## src/rtl/rv_imem_responder.sv

```systemverilog
// rv_imem_responder: instruction-fetch bus responder in front of a synchronous
// word-addressed SRAM with 1-cycle read latency and WAIT_STATES extra cycles.
// A one-entry last-word cache is built when IMEM_LAST_WORD_CACHE_EN is
// defined. Without that macro there is no cache and i_flush is ignored.
//
// state      | meaning
// -----------+-----------------------------------------------------------
// S_IDLE     | sample request; issue SRAM read (or cache hit)
// S_WAIT     | extra wait states counting down after the SRAM read
// S_RESP     | SRAM data valid; ack if request still matches latched tag
// S_RESP_HIT | (cache build) ack with cached word if request still matches
`timescale 1ns/1ps

module rv_imem_responder #(
    parameter int ADDR_W      = 14,
    parameter int WAIT_STATES = 0
) (
    input  logic              i_clk,
    input  logic              i_reset_n,
    input  logic [31:0]       i_addr,
    input  logic              i_cyc,
    output logic [31:0]       o_instruction,
    output logic              o_ack,
    output logic [ADDR_W-1:0] o_mem_addr,
    output logic              o_mem_re,
    input  logic [31:0]       i_mem_rdata,
    input  logic              i_flush
);

    localparam logic [3:0] LP_WAIT_LOAD = (WAIT_STATES > 0) ? 4'(WAIT_STATES - 1) : 4'd0;

`ifdef IMEM_LAST_WORD_CACHE_EN
    typedef enum logic [1:0] {S_IDLE = 2'd0, S_WAIT = 2'd1, S_RESP = 2'd2, S_RESP_HIT = 2'd3} state_t;
`else
    typedef enum logic [1:0] {S_IDLE = 2'd0, S_WAIT = 2'd1, S_RESP = 2'd2} state_t;
`endif

    state_t              r_state;
    state_t              w_next;
    logic [3:0]          r_wait_cnt;
    logic [ADDR_W-1:0]   r_req_tag;
    logic [ADDR_W-1:0]   w_word;
    logic                w_hit;
    logic                w_match;

    assign w_word  = i_addr[ADDR_W+1:2];
    assign w_match = i_cyc && (w_word == r_req_tag);

`ifdef IMEM_LAST_WORD_CACHE_EN
    logic                r_c_valid;
    logic [ADDR_W-1:0]   r_c_tag;
    logic [31:0]         r_c_data;
    logic                r_nofill;
    logic                w_unused;

    // A flush in the same cycle as a lookup must not be served from the cache.
    assign w_hit    = r_c_valid && !i_flush && (r_c_tag == w_word);
    assign w_unused = &{1'b0, i_addr[31:ADDR_W+2], i_addr[1:0]};

    // Last-word cache: flush beats fill; an access that saw a flush never fills.
    always_ff @(posedge i_clk or negedge i_reset_n) begin
        if (!i_reset_n) begin
            r_c_valid <= 1'b0;
            r_c_tag   <= '0;
            r_c_data  <= '0;
            r_nofill  <= 1'b0;
        end else begin
            if (i_flush) begin
                r_c_valid <= 1'b0;
            end else if (r_state == S_RESP && o_ack && !r_nofill) begin
                r_c_valid <= 1'b1;
                r_c_tag   <= r_req_tag;
                r_c_data  <= i_mem_rdata;
            end
            r_nofill <= (r_state == S_IDLE) ? i_flush : (r_nofill | i_flush);
        end
    end
`else
    logic                w_unused;

    assign w_hit    = 1'b0;
    assign w_unused = &{1'b0, i_addr[31:ADDR_W+2], i_addr[1:0], i_flush};
`endif

    // State register.
    always_ff @(posedge i_clk or negedge i_reset_n) begin
        if (!i_reset_n) begin
            r_state <= S_IDLE;
        end else begin
            r_state <= w_next;
        end
    end

    // Request tag and wait-state down-counter.
    always_ff @(posedge i_clk or negedge i_reset_n) begin
        if (!i_reset_n) begin
            r_req_tag  <= '0;
            r_wait_cnt <= 4'd0;
        end else if (r_state == S_IDLE && i_cyc) begin
            r_req_tag  <= w_word;
            r_wait_cnt <= LP_WAIT_LOAD;
        end else if (r_state == S_WAIT && r_wait_cnt != 4'd0) begin
            r_wait_cnt <= r_wait_cnt - 4'd1;
        end
    end

    // Next-state decode.
    always_comb begin
        w_next = r_state;
        case (r_state)
            S_IDLE: begin
                if (i_cyc) begin
`ifdef IMEM_LAST_WORD_CACHE_EN
                    if (w_hit) w_next = S_RESP_HIT;
                    else
`endif
                    if (WAIT_STATES > 0) w_next = S_WAIT;
                    else w_next = S_RESP;
                end
            end
            S_WAIT: begin
                if (!i_cyc) w_next = S_IDLE;
                else if (r_wait_cnt == 4'd0) w_next = S_RESP;
            end
            default: w_next = S_IDLE;
        endcase
    end

    // Outputs: read strobe only from IDLE; ack only while the request still matches.
    always_comb begin
        o_mem_addr    = w_word;
        o_mem_re      = i_reset_n && (r_state == S_IDLE) && i_cyc && !w_hit;
        o_ack         = 1'b0;
        o_instruction = 32'd0;
        if (r_state == S_RESP && w_match) begin
            o_ack         = 1'b1;
            o_instruction = i_mem_rdata;
        end
`ifdef IMEM_LAST_WORD_CACHE_EN
        if (r_state == S_RESP_HIT && w_match) begin
            o_ack         = 1'b1;
            o_instruction = r_c_data;
        end
`endif
    end

endmodule

```

## config.mk

```make
export PLATFORM = sky130hd
export DESIGN_NAME = rv_imem_responder
export DESIGN_NICKNAME = d
export VERILOG_FILES = /design/src/rtl/rv_imem_responder.sv
export SDC_FILE = /design/constraint.sdc
export NUM_CORES = 1
export LEC_CHECK = 0
export ABC_AREA = 1
export ABC_CLOCK_PERIOD_IN_PS = 1300
export CAP_MARGIN = 40
export CELL_PAD_IN_SITES_DETAIL_PLACEMENT = 0
export CELL_PAD_IN_SITES_GLOBAL_PLACEMENT = 1
export CORE_MARGIN = 2
export CORE_UTILIZATION = 17
export DETAILED_ROUTE_END_ITERATION = 8
export PLACE_DENSITY = 0.82
export SYNTH_ARGS = -nofsm -noshare
export SYNTH_HDL_FRONTEND = slang
export SYNTH_SLANG_ARGS = --single-unit
```

## constraint.sdc

```tcl
create_clock -name i_clk -period 1.3 [get_ports i_clk]
set_input_delay 0.26 -clock i_clk [delete_from_list [all_inputs] [get_ports i_clk]]
set_output_delay 0.26 -clock i_clk [all_outputs]
set_load 0.05 [all_outputs]
```

==> impl_results.md, run 1 <==
* Outcome: finished with violations
* Violated checks: setup timing
* Count leader, synth: inv_1
* I/O pin count at 116
* Initial antenna violation count at 0
* Clock sink total at 15
* Number of max-cap violations at 0
* Grt ovf at 0
* FFs w/ async S/R, synth at 100%
* Final Util at 42.3%
* Ranking of synthesized cells by area: dfrtp_1 29%, inv_1 18%, nand2_1 17%
* Cell Rows at 32
* CP max stage cell: dfrtp_1
* Wirelength per Cell at 10.2 um
* Die W at 91.8 um
* Post-route insts no fill at 421
* Die Area at 0.00842 sq mm
* Final wirelength at 4.28 mm
* Core area at 0.00761 sq mm
* Psw at 532 uW
* Power density over the cells at 493 mW/mm^2
* Post-synth EDFFs at 0
* Die Span Y at 91.8 um
* Syn_area_per_cell at 6.12 sq um
* Finished layout cell area at 0.00322 sq mm
* Ant. Diodes at 0
* Worst hold slack at 0.0994 ns
* Fin. Hold Viols at 0
* Pleak at 1.54 nW
* Critical-path maximum fanout at 8
* Crit-path max cell delay at 0.35 ns
* Crit path cell chain: inv_1 > nand2_1 > nand2_1 > nor2_1 > nand2_1 > nor2_4 > nand2_8 > buf_16 > nor2_4 > buf_12
* Setup WS pre-CTS at -0.867 ns
* Post-route ant nets at 0
* Area after DPL at 0.00308 sq mm
* Placed cells at 413
* Final setup fails at 34
* Largest net degree at the start of global routing at 29
* Htree depth at 1
* Total Power at 1.58 mW
* Switching share of power at 33.6%
* Peak Freq at 504 MHz
* Via density at 3.56
* Fin worst setup slack at -0.684 ns
* Worst-path clk slew at 0.07 ns
* CTS buffer count at 3
* Share of layout cells above drive strength 1 at 37.0%
* DRC at 0
* Logic gate share of total power at 40.2%
* # hold bufs at CTS at 0
* CP required at 1.04 ns
* Area growth syn-to-layout at 145%
* Vias after detailed routing at 1,499
* Warnings, synthesis at 0
* Root buf cell: clkbuf_8
* Initial Util at 17.2%
* Internal power at 1.05 mW
* Clock latency on the worst-skew pair at 0.25 ns
* Global Route Usage Sum at 10.2%
* Setup TNS at -21.39 ns
* Hold Crit Class: input pin to async pin
* Nets at 388
* Vias in the first global route at 1,432
* Ys flop type: dfrtp_1
* CTS tree: yes
* Peak supply drop at 0.321 mV
* Most frequent CP cell: nand2_1
* Mapped Nets at 282
* Share of the synthesized area in the top cell type at 28.7%
* Synth cell types at 14
* Synth area leader: dfrtp_1
* Top post-synthesis cells by count: 62 x inv_1, 58 x nand2_1, 28 x nor2_2
* Skew final at 0.00819 ns
* Crit path DAT at 1.72 ns
* Part of the power in registers at 35.1%
* DP HPWL at 3.48 mm
* Number of DRC markers in iteration 0 at 42
* Tcrit/Tclk final at 153%
* First-pass GRT wire length at 6.85 mm
* Final max-slew violation count at 0
* Worst Setup Path Type: flip-flop to primary output
* Crit end category: primary output
* RSZ-0062 raised after global routing: true
* Register area share after synthesis at 28.7%
* Yosys reg bits at 15
* Post-Syn Instances at 214
* Slew at the pin closest to its max-slew limit at 0.238 ns
* Headroom to the max-slew limit at 84.1%
* Clock tree buffer depth at 2
* Fin crit period at 1.98 ns
* Clock network power share at 24.7%
* RePlAce Congestion at 0.730
* Syn Std Cell Area at 0.00131 sq mm
* Buffers added on ports at 96
* TritonRoute pass-1 iters at 4
* Critical Path Start Type: flip-flop
cells in the final DEF (no fill, tap or decap), drive strengths merged:
cell / netlist / final
buf: 19 / 73
clkbuf: 1 / 3
clkdlybuf4s50: 0 / 32
clkinv: 0 / 1
clkinvlp: 0 / 1
dfrtp: 15 / 15
dlygate4sd2: 0 / 16
inv: 62 / 61
nand2: 59 / 59
nand3: 1 / 1
nor2: 43 / 43
o21ai: 13 / 13
xnor2: 1 / 1
kinds of logic (layout without fill, tap and decap cells):
group / Yosys count / count (layout) / share of synthesized area (%)
buffers and inverters: 82 / 187 / 29.4
AO/OA/AOI/OAI: 13 / 13 / 4.97
AND/OR/NAND/NOR: 103 / 103 / 36.3
XOR/XNOR: 1 / 1 / 0.669
flip-flops: 15 / 15 / 28.7
layer usage:
metal,track usage [%],routed length [um],share of wire [%]
met1,12.3,1640,38
met2,17.9,2260,53
met3,2.22,303,7.1
met4,3.86,80,1.9
met5,0,0,0
layout make-up:
type	count	area, sq um
inverter	62	236
multi-input combinational	117	748
clock buffer	3	41.3
timing repair buffer	121	1680
tap	102	128
clock inverter	1	5.00
fill	745	4390
sequential	15	375
sequential cells by signal (all words and copies together), names as in the netlist:
register,cells
r_req_tag,14
r_state,1
critical path, delay by kind of cell, from the launching register on:
family                 cells  cell delay [ns]
flip-flops                 1             0.35
buffers and inverters      3             0.38
AND/OR/NAND/NOR            7             0.72
power by group through the flow:
stage	sequential, mW	clock (mW)	combinational, mW
2_1_floorplan	0.557	0	0.324
3_3_place_gp	0.561	0	0.641
3_5_place_dp	0.564	0	0.650
4_1_cts	0.555	0.407	0.645
5_1_grt	0.562	0.429	0.701
6_report	0.555	0.392	0.637
final timing paths:
kind / to / cells after the start / slack, ns / from
min in group i_clk: r_req_tag[1]$_DFFE_PN0P_ / 3 / 0.41 / i_addr[3]
worst min register to register: r_req_tag[8]$_DFFE_PN0P_ / 2 / 0.50 / r_req_tag[8]$_DFFE_PN0P_
worst min-delay path: r_req_tag[9]$_DFFE_PN0P_ / 2 / 0.1 / i_reset_n
worst max-delay path: o_instruction[2] / 10 / -0.68 / r_req_tag[3]$_DFFE_PN0P_
worst max register to register: r_req_tag[6]$_DFFE_PN0P_ / 3 / 0.27 / r_state[1]$_DFFE_PN0P_
max in group asynchronous: r_req_tag[11]$_DFFE_PN0P_ / 2 / 1.01 / i_reset_n
timing repair:
item | CTS | global route
endpoints found under the hold margin | 0 | 0
setup endpoints to repair | 43 | 34
resized for setup | 25 | 4
gates cloned | 2 | 0
buffers inserted | 1 | 1
pin swaps | 6 | 3
Note: power is estimated with default switching activity, not from simulation.
==> run 2: changes to the inputs <==
--- a/config.mk
+++ b/config.mk
@@ -10,6 +10,7 @@
 export CAP_MARGIN = 40
 export CELL_PAD_IN_SITES_DETAIL_PLACEMENT = 0
 export CELL_PAD_IN_SITES_GLOBAL_PLACEMENT = 1
+export CORE_ASPECT_RATIO = 1.2
 export CORE_MARGIN = 2
 export CORE_UTILIZATION = 17
 export DETAILED_ROUTE_END_ITERATION = 8
==> impl_results.md, run 2 (synthesized netlist as in run 1, its figures left out) <==
* Initial Util at 17.3% (was 17.2%)
* Skew final at 0.00218 ns (was 0.00819 ns)
* Setup WS pre-CTS at -0.844 ns (was -0.867 ns)
* Pleak at 1.55 nW (was 1.54 nW)
* Post-route ant nets at 0 (unchanged)
* # hold bufs at CTS at 0 (unchanged)
* Critical path's top delay family: simple AND/OR/NAND/NOR gates (unchanged)
* Number of DRC markers in iteration 0 at 20 (was 42)
* Htree depth at 1 (unchanged)
* Most common cell after layout, fill and taps aside: inv_1 (unchanged)
* Fin. Hold Viols at 0 (unchanged)
* Largest net degree at the start of global routing at 29 (unchanged)
* Root buf cell: clkbuf_8 (unchanged)
* Power density over the cells at 509 mW/mm^2 (was 493 mW/mm^2)
* Die Area at 0.00843 sq mm (was 0.00842 sq mm)
* Hold Crit Class: input pin to async pin (unchanged)
* Crit end category: primary output (unchanged)
* Peak Freq at 496 MHz (was 504 MHz)
* Area growth syn-to-layout at 143% (was 145%)
* Die W at 84.1 um (was 91.8 um)
* Nets at 389 (was 388)
* Fin crit period at 2.01 ns (was 1.98 ns)
* Critical-path maximum fanout at 8 (unchanged)
* DP HPWL at 3.30 mm (was 3.48 mm)
* TritonRoute pass-1 iters at 4 (unchanged)
* Via density at 3.78 (was 3.56)
* Worst Setup Path Type: flip-flop to primary output (unchanged)
* Clock latency on the worst-skew pair at 0.25 ns (about the same)
* I/O pin count at 116 (unchanged)
* Placed cells at 399 (was 413)
* First-pass GRT wire length at 7.07 mm (was 6.85 mm)
* Peak supply drop at 0.467 mV (was 0.321 mV)
* Wirelength per Cell at 10.0 um (was 10.2 um)
* Top reg by flops: r_req_tag (unchanged)
* Clock sink total at 15 (unchanged)
* Initial antenna violation count at 0 (unchanged)
* Grt ovf at 0 (unchanged)
* Commonest cells after routing, fill and taps aside: 58 x inv_1, 57 x nand2_1, 50 x buf_12 (was 59 x inv_1, 58 x nand2_1, 50 x buf_12)
* Vias after detailed routing at 1,557 (was 1,499)
* Crit path DAT at 1.75 ns (was 1.72 ns)
* Cell Rows at 35 (was 32)
* Ant. Diodes at 0 (unchanged)
* Crit path cell chain: inv_2 > nand2_2 > nand2_1 > nor2_1 > nand2_1 > nor2_4 > nand2_4 > buf_6 > buf_12 > nor2_4 > buf_12 (was inv_1 > nand2_1 > nand2_1 > nor2_1 > nand2_1 > nor2_4 > nand2_8 > buf_16 > nor2_4 > buf_12)
* Die Span Y at 100 um (was 91.8 um)
* CTS tree: yes (unchanged)
* CP Buf/Inv Count at 4 (was 3)
* Number of max-cap violations at 0 (unchanged)
* Global Route Usage Sum at 10.4% (was 10.2%)
* Tcrit/Tclk final at 155% (was 153%)
* CP max stage cell: dfrtp_1 (unchanged)
* Filler Cells Inserted at 720 (was 745)
* CTS buffer count at 3 (unchanged)
* Post-route insts no fill at 412 (was 421)
* Buffers added on ports at 96 (unchanged)
* Violated checks: setup timing (unchanged)
* Final max-slew violation count at 0 (unchanged)
* Headroom to the max-slew limit at 83.3% (was 84.1%)
* Crit-path max cell delay at 0.37 ns (was 0.35 ns)
* Final setup fails at 34 (unchanged)
* DRC at 0 (unchanged)
* Final Util at 42.1% (was 42.3%)
* Core area at 0.00758 sq mm (was 0.00761 sq mm)
* Fin worst setup slack at -0.715 ns (was -0.684 ns)
* Worst-path clk slew at 0.06 ns (was 0.07 ns)
* Final wirelength at 4.13 mm (was 4.28 mm)
* Max FFs per register at 14 (unchanged)
* Share of layout cells above drive strength 1 at 37.5% (was 37.0%)
* RePlAce Congestion at 0.731 (was 0.730)
* Outcome: finished with violations (unchanged)
* CP required at 1.04 ns (about the same)
* Clock tree buffer depth at 2 (unchanged)
* Slew at the pin closest to its max-slew limit at 0.250 ns (was 0.238 ns)
* Vias in the first global route at 1,537 (was 1,432)
* Largest registers: r_req_tag (14), r_state (1) (unchanged)
* RSZ-0062 raised after global routing: true (unchanged)
* Critical Path Start Type: flip-flop (unchanged)
run 2: cell types whose count changed in the layout (fill, tap and decap cells not counted), sizes merged:
cell,previous run,this run
buf,73,74
clkinv,1,0
dlygate4sd2,16,15
clkdlybuf4s50,32,33
clkbuf,3,4
run 2: layout make-up:
type                            count  area, sq um  share of cell area (%)
Timing Repair Buffer              122         1680                    52.7
Multi-Input combinational cell    117          736                    23.1
Tap cell                           92          115                    3.61
Inverter                           62          236                    7.42
Clock buffer                        4         45.0                    1.41
Sequential cell                    15          375                    11.8
run 2: worst paths after layout:
check / cells after the start / start / end / slack (ns)
max in group asynchronous: 2 / i_reset_n / r_req_tag[5]$_DFFE_PN0P_ / 0.76
max: 11 / r_req_tag[7]$_DFFE_PN0P_ / o_instruction[5] / -0.71
min in group i_clk: 3 / i_addr[7] / r_req_tag[5]$_DFFE_PN0P_ / 0.44
min: 2 / i_reset_n / r_req_tag[9]$_DFFE_PN0P_ / 0.36
max reg2reg: 8 / r_req_tag[7]$_DFFE_PN0P_ / r_req_tag[7]$_DFFE_PN0P_ / 0.06
min reg2reg: 2 / r_req_tag[8]$_DFFE_PN0P_ / r_req_tag[8]$_DFFE_PN0P_ / 0.50
run 2: repair_timing:
item	in CTS	in global routing
setup buffers	15	1
resized for setup	31	8
setup endpoints to repair	41	35
gates cloned	2	0
pin swaps	16	18
run 2: worst reg2reg max path, delay by kind of cell, from the launching register on:
family	cells	cell delay, ns
buf+inv	7	0.68
compound gates	1	0.11
flops	1	0.37
run 2: through the flow:
step	cell area (sq um)	total power [mW]	hold WS [ns]	TNS, ns
6_report	3190	1.62	0.358	-20.97
5_1_grt	3190	1.74	0.376	-25.21
4_1_cts	3290	1.67	0.361	-23.61
3_5_place_dp	3030	1.20	0.485	-30.00
3_3_place_gp	3030	1.19	0.476	-29.39
2_1_floorplan	1480	0.881	-0.0356	-8.03
run 2: routing by layer:
| layer | up-vias | GRT usage [%] | part of all wire, % |
|---|---|---|---|
| li1 | 787 | - | - |
| met1 | 693 | 12.2 | 39 |
| met2 | 71 | 19.6 | 53 |
| met3 | 6 | 1.15 | 6.0 |
| met4 | 0 | 3.10 | 1.6 |
| met5 | - | 0 | 0 |
run 2: report_power, final:
part	switching [mW]	leakage (nW)	total [mW]	internal (mW)
Clock	0.165	0.0228	0.382	0.217
Combinational	0.336	1.35	0.684	0.348
Sequential	0.0309	0.184	0.557	0.526
Total	0.531	1.55	1.62	1.09
==> run 3: changes to the inputs <==
--- a/config.mk
+++ b/config.mk
@@ -10,11 +10,11 @@
 export CAP_MARGIN = 40
 export CELL_PAD_IN_SITES_DETAIL_PLACEMENT = 0
 export CELL_PAD_IN_SITES_GLOBAL_PLACEMENT = 1
-export CORE_ASPECT_RATIO = 1.2
 export CORE_MARGIN = 2
 export CORE_UTILIZATION = 17
 export DETAILED_ROUTE_END_ITERATION = 8
 export PLACE_DENSITY = 0.82
+export SLEW_MARGIN = 20
 export SYNTH_ARGS = -nofsm -noshare
 export SYNTH_HDL_FRONTEND = slang
 export SYNTH_SLANG_ARGS = --single-unit
==> results of run 3 <==
No change in the layout: final DEF, timing and power equal those of run 1.
